File: config.mk
export PLATFORM = sky130hd
export DESIGN_NAME = chan_sel_pipe
export DESIGN_NICKNAME = d
export VERILOG_FILES = /design/src/rtl/chan_sel_pipe.sv
export SDC_FILE = /design/constraint.sdc
export NUM_CORES = 1
export LEC_CHECK = 0
export BUFFER_PORTS_ARGS = -buffer_cell sky130_fd_sc_hd__buf_2
export CAP_MARGIN = 10
export CORE_MARGIN = 2
export CORE_UTILIZATION = 40
export DETAILED_ROUTE_END_ITERATION = 10
export GPL_TIMING_DRIVEN = 0
export MAX_ROUTING_LAYER = met4
export SYNTH_ARGS = -nofsm -noshare
export SYNTH_HDL_FRONTEND = slang
export SYNTH_SLANG_ARGS = --single-unit
File: constraint.sdc
create_clock -name clk -period 3.08 [get_ports clk]
set_input_delay 0.308 -clock clk [delete_from_list [all_inputs] [get_ports clk]]
set_output_delay 0.308 -clock clk [all_outputs]
set_load 0.02 [all_outputs]
File: src/rtl/chan_sel_pipe.sv
// Per-channel select/enable combine with all/any reduction flags, buffered in a
// small FIFO behind a valid/ready handshake.
module chan_sel_pipe #(
    parameter int CH    = 4,
    parameter int W     = 8,
    parameter int DEPTH = 2,
    parameter int CNT_W = 16
) (
    input  logic              clk,
    input  logic              rst,
    input  logic              in_valid,
    output logic              in_ready,
    input  logic [CH-1:0]     sel,
    input  logic [CH-1:0]     en,
    input  logic [W-1:0]      data_a,
    input  logic [W-1:0]      data_b,
    output logic              out_valid,
    input  logic              out_ready,
    output logic [CH*W-1:0]   out_data,
    output logic              out_all,
    output logic              out_any,
    output logic [CNT_W-1:0]  beat_cnt
);

    localparam int AW = $clog2(DEPTH);
    localparam int PW = AW + 1;
    localparam int BW = CH * W + 2;
    localparam logic [PW-1:0]    PTR_ONE = 1;
    localparam logic [CNT_W-1:0] CNT_ONE = 1;

    logic [BW-1:0]   mem [DEPTH];
    logic [PW-1:0]   wr_ptr;
    logic [PW-1:0]   rd_ptr;
    logic [CH*W-1:0] result;
    logic [CH-1:0]   nonzero;
    logic            all_flag;
    logic            any_flag;
    logic            full;
    logic            empty;
    logic            push;
    logic            pop;
    logic [BW-1:0]   head;

    for (genvar i = 0; i < CH; i++) begin : g_chan
        assign result[i*W +: W] = en[i] ? (sel[i] ? data_b : data_a) : '0;
        assign nonzero[i]       = |result[i*W +: W];
    end

    // Disabled channels count as satisfied for "all", so en==0 yields all=1.
    assign all_flag = &(nonzero | ~en);
    assign any_flag = |(nonzero & en);

    assign full  = (wr_ptr[PW-1] != rd_ptr[PW-1]) && (wr_ptr[AW-1:0] == rd_ptr[AW-1:0]);
    assign empty = (wr_ptr == rd_ptr);

    assign in_ready  = ~full;
    assign out_valid = ~empty;
    assign push      = in_valid & ~full;
    assign pop       = ~empty & out_ready;

    always_ff @(posedge clk or posedge rst) begin
        if (rst) begin
            wr_ptr   <= '0;
            rd_ptr   <= '0;
            beat_cnt <= '0;
            for (int k = 0; k < DEPTH; k++) begin
                mem[k] <= '0;
            end
        end else begin
            if (push) begin
                mem[wr_ptr[AW-1:0]] <= {result, all_flag, any_flag};
                wr_ptr              <= wr_ptr + PTR_ONE;
                beat_cnt            <= beat_cnt + CNT_ONE;
            end
            if (pop) begin
                rd_ptr <= rd_ptr + PTR_ONE;
            end
        end
    end

    // Outputs are forced to zero while empty so stale entries never leak out.
    assign head     = mem[rd_ptr[AW-1:0]];
    assign out_data = empty ? '0   : head[BW-1:2];
    assign out_all  = empty ? 1'b0 : head[1];
    assign out_any  = empty ? 1'b0 : head[0];

endmodule
# Word level (Yosys, flattened, before mapping)
# Index checks and enable logic that the tools add are counted.
# Widths: inputs -> output; s select.
# word_totals
reg_bits	88
latchBits	0
ramBits	0
romBits	0
in_bits	28
wordCells	48
memories	0
# op_classes
add_sub_neg	3
multipliers	0
n_div	0
magnitude_cmp	3
n_eq_ne	3
shift	0
muxes	17
n_bitwise	9
n_reduce_logical	8
# op_table
operator	count
$mux 34	4
$bwmux 68	1
$mux 8	8
$demux 34 s1	1
$mux 32	1
$reduce_or 8->1	4
$add 16x1->16 const B	1
$add 2x1->2 const B	2
$and 4x4->4	1
$ge 2x2->1 const B	2
$not 1->2	2
$not 4->4	1
$or 4x4->4	1
$reduce_and 4->1	1
$reduce_or 4->1	1
$and 1x1->1	2
$eq 2x2->1	1
$logic_and 1x1->1	2
$lt 2x1->1 const B	1
$mux 1	2
$not 1->1	2
$eq 1x1->1	1
$ne 1x1->1	1

# Logic depth before layout (Yosys ltp)
# logic_depth
depth_word	6
ltp_mapped	7

# Least setup slack after synthesis
# Ideal clock, no wire load.
# synth_timing
path_type	register -> register
startpoint	reg rd_ptr[0]
endpoint	reg beat_cnt[1]
arrival_ns	1.600
t_required_ns	2.952
path_slack_ns	1.353
stages_incl_launch_ff	6
path_buffers	1
period_less_slack_ns	1.727
cell_sequence	dfrtp_1 buf_6 xnor2_2 nand2_1 nand2_1 mux2_1
# synth_via
elab_chain_len	4
# synth_lines
item	line_no	text
start, declared	33	logic [PW-1:0] rd_ptr;
start signal, assigned	76	rd_ptr <= rd_ptr + PTR_ONE;
$eq 1x1->1	53	assign full = (wr_ptr[PW-1] != rd_ptr[PW-1]) && (wr_ptr[AW-1:0] == rd_ptr[AW-1:0]);
$logic_and 1x1->1	53	
$not 1->1	--	
via in_ready	12	output logic in_ready,
$and 1x1->1	58	assign push = in_valid & ~full;
end signal, assigned	73	beat_cnt <= beat_cnt + CNT_ONE;
end, declared	22	output logic [CNT_W-1:0] beat_cnt
# The timed path passes the listed nets, and every way through them passes these cells.
# A chain may end at the register's enable or synchronous reset.

# Final worst setup path
# layout_timing
startpoint	reg wr_ptr[1]
endpoint	out out_data[23]
# layout_via
elab_chain_len	2
# layout_lines
item	line_no	text
start, declared	32	logic [PW-1:0] wr_ptr;
start signal, assigned	72	wr_ptr <= wr_ptr + PTR_ONE;
$eq 2x2->1	54	assign empty = (wr_ptr == rd_ptr);
$mux 32	83	assign out_data = empty ? '0 : head[BW-1:2];
end, declared	19	output logic [CH*W-1:0] out_data,
# No other way between the ends.

==> results.tsv <==
stage	metric	value	unit
power	irDropWorstVdd	0.449	mV
setup_path	worstSetupEndpointType	output port	
synth	synth-async-reset-ratio	100	%
placement	post-dp-hpwl	7.96	mm
clock_tree	numClockSinks	88	
floorplanning	die_h	110	um
finish	final_core_util	48.1	%
route	ant_nets	0	
route	avgRoutedWirePerCell	15.9	um
setup_path	rr_endpoint	mem[23]$_DFFE_PP0P_	
synth	yosysWarnings	0	
setup_path	start_kind	register	
worst_hold_path	min_to	rd_ptr[0]$_DFFE_PP0P_	
floorplanning	io-pin-count	80	
synth	syn_area	0.00447	sq mm
global_route	grt_overflow_total	0	
synth	synth.distinct_cells	33	
setup_path	cp_data_required_time	2770	ps
power	p_sw	2.51	mW
power	pwr-share-comb	50.9	%
route	drt_iter0_markers	171	
sta	fmax	397	MHz
clock_tree	clockRootBuffer	clkbuf_8	
power	p_sw_share	45.5	%
setup_path	r2r_start	wr_ptr[0]$_DFFE_PP0N_	
clock_tree	cts_max_level	3	
outcome	outcome	complete, no violations	
route	first_pass_iters	4	
clock_tree	clk-insertion-delay-late	370	ps
finish	antennaDiodeCount	0	
floorplanning	die_width	110	um
route	viasPerCell	5.14	
sta	setup_tns	0	ps
power	p_seq_share	34.6	%
route	wl	11.0	mm
global_route	grt_pass1_vias	3438	
floorplanning	num_rows	38	
route	vias	3545	
worst_hold_path	hp-class	in2reg	
global_route	grt_use_total	19.9	%
power	power.internal	3.01	mW
sta	worst_slew_pin_slew	644	ps
synth	yosys-top-cells-count	nand2_1 (110), dfrtp_1 (88), o21ai_0 (46)	
clock_tree	cts_tree	built	
global_route	grt_pass1_wl	17.7	mm
finish	drive_above_1_share	27.3	%
synth	yosysSeqAreaShare	49.2	%
floorplanning	start_util	41.1	%
sta	setup_viol	0	
power	power.share.clock	14.5	%
clock_tree	numCtsBuffers	9	
global_route	antenna_found_initial	0	
sta	fin_crit_sh	81.8	%
sta	hold_viol	0	
synth	synth_area_leader_cell	dfrtp_1	
setup_path	reg2reg_slack	1280	ps
synth	yosys-top-cells-area	dfrtp_1 (49%), nand2_1 (9.2%), mux2_2 (8.1%)	
run	max_cap_viol_count	0	
sta	rsz0062_at_grt	false	
synth	synth_ff_type	dfrtp_1	
power	pwr_density_cell	1050	mW/mm^2
sta	skew	11.6	ps
power	p_leak	2.57	nW
worst_hold_path	whs_path_depth	3	
sta	period_minus_slack	2520	ps
global_route	grt_max_degree	63	
synth	synth-seq-cells	88	
finish	fin_nets	574	
sta	slew_headroom	56.9	%
setup_path	path_class	reg2out	
clock_tree	clock_path_buffers	2	
worst_hold_path	hp-start	out_ready	
synth	synth_most_common_cell	nand2_1	
setup_path	arrival	2210	ps
sta	slew_viol_final	0	
clock_tree	cts_setup_buffers	0	
finish	syn_to_final_growth	17.1	%
synth	yosysTopAreaCellShare	49.2	%
floorplanning	dieArea	0.0120	sq mm
route	drcViolationCount	0	
synth	postSynthCellCount	461	
clock_tree	cts.clk_slew.worst_paths	90	ps
placement	gp_congestion	0.903	
finish	nFillCells	1063	
synth	syn_area_per_cell	9.70	sq um
setup_path	worstPathMaxFanout	10	
synth	synth-edff-count	0	
synth	syn_nets	490	
floorplanning	core-area	0.0109	sq mm
placement	portBuffers	71	
clock_tree	post_cts_resized	0	
setup_path	r2r_cells	5	
## power groups by stage
stage	sequential, mW	clock (mW)	combinational, mW
after global routing	1.97	0.871	3.10
after floorplan	1.92	0	1.98
after CTS	1.91	0.820	2.86
after global placement	1.91	0	2.81
after detailed placement	1.94	0	2.85
final	1.91	0.799	2.81
## critical path: stages, from the launching register on
cell and delay, ps:
dfrtp_1 450, xor2_2 250, nor2_1 550, buf_2 350, nor2_1 90, buf_2 160
## cell families after synthesis
kind of cell / after synthesis / synth area share, %
flops: 88 / 49.2
compound gates: 77 / 9.82
buf+inv: 34 / 4.11
mux: 67 / 15.9
xor+xnor: 23 / 4.84
simple gates: 171 / 15.8
fa+ha+maj: 1 / 0.280
## state kept, by name, indices dropped and copies added (netlist names)
register	flops
wr_ptr	2
beat_cnt	16
mem	68
rd_ptr	2
## final cells by class
cell class                      count  area [sq um]  share of cell area, %
Inverter                            4          17.5                  0.334
Buffer                             30           169                   3.23
Clock inverter                      6          67.6                   1.29
Multi-Input combinational cell    339          2090                   39.8
Timing Repair Buffer               73           393                   7.50
Sequential cell                    88          2200                   42.0
Clock buffer                       10           128                   2.44
Tap cell                          140           175                   3.34
## per-layer routing
metal	global-route usage (%)	part of all wire, %
met4	5.79	0.84
met5	-	0
met2	31.1	48
met3	4.21	6.1
met1	26.3	45
## cell usage in the layout, fill, tap and decap left out, types with 2 or more instances in the layout
cell type,Yosys,routed
o21ai_1,22,22
a21oi_4,2,2
inv_6,0,2
o211ai_2,2,2
nor4_1,4,4
and3_1,2,2
dfrtp_1,88,88
xnor2_1,18,18
buf_2,17,88
nand3_1,9,9
clkinvlp_4,0,2
nand4_1,2,2
xor2_1,3,3
nand2b_1,3,3
and4_1,4,4
o21ai_0,46,46
mux2i_1,34,34
inv_1,3,2
clkbuf_8,0,9
clkbuf_1,6,7
mux2_2,32,32
nand2_1,110,110
and2_1,2,2
a22oi_1,3,3
buf_6,4,4
nor2_1,35,35
## worst max path at each step
| stage | start | slack, ps | end |
|---|---|---|---|
| final | wr_ptr[1]$_DFFE_PP0N_ | 560 | out_data[23] |
| after floorplan | rst | 490 | beat_cnt[0]$_DFFE_PP0N_ |
| after global placement | rst | -510 | mem[65]$_DFFE_PP0P_ |
| after global routing | wr_ptr[1]$_DFFE_PP0N_ | 400 | out_data[5] |
| after CTS | wr_ptr[1]$_DFFE_PP0N_ | 520 | out_data[31] |
| after detailed placement | wr_ptr[1]$_DFFE_PP0N_ | 940 | out_data[31] |
## timing repair
action,CTS,global route
endpoints found under the setup margin,0,0
endpoints found under the hold margin,26,0
hold buffers,1,0
## stage by stage
stage	hold WS, ps	setup WS, ps	cells	power, mW	area, sq um
4_1_cts	189	523	690	5.59	5240
3_5_place_dp	320	941	673	4.79	5030
3_3_place_gp	459	-509	672	4.71	5000
2_1_floorplan	448	493	461	3.89	4470
5_1_grt	204	396	690	5.95	5240
6_report	197	561	690	5.52	5240
No activity file was read; power rests on OpenSTA's default activity.
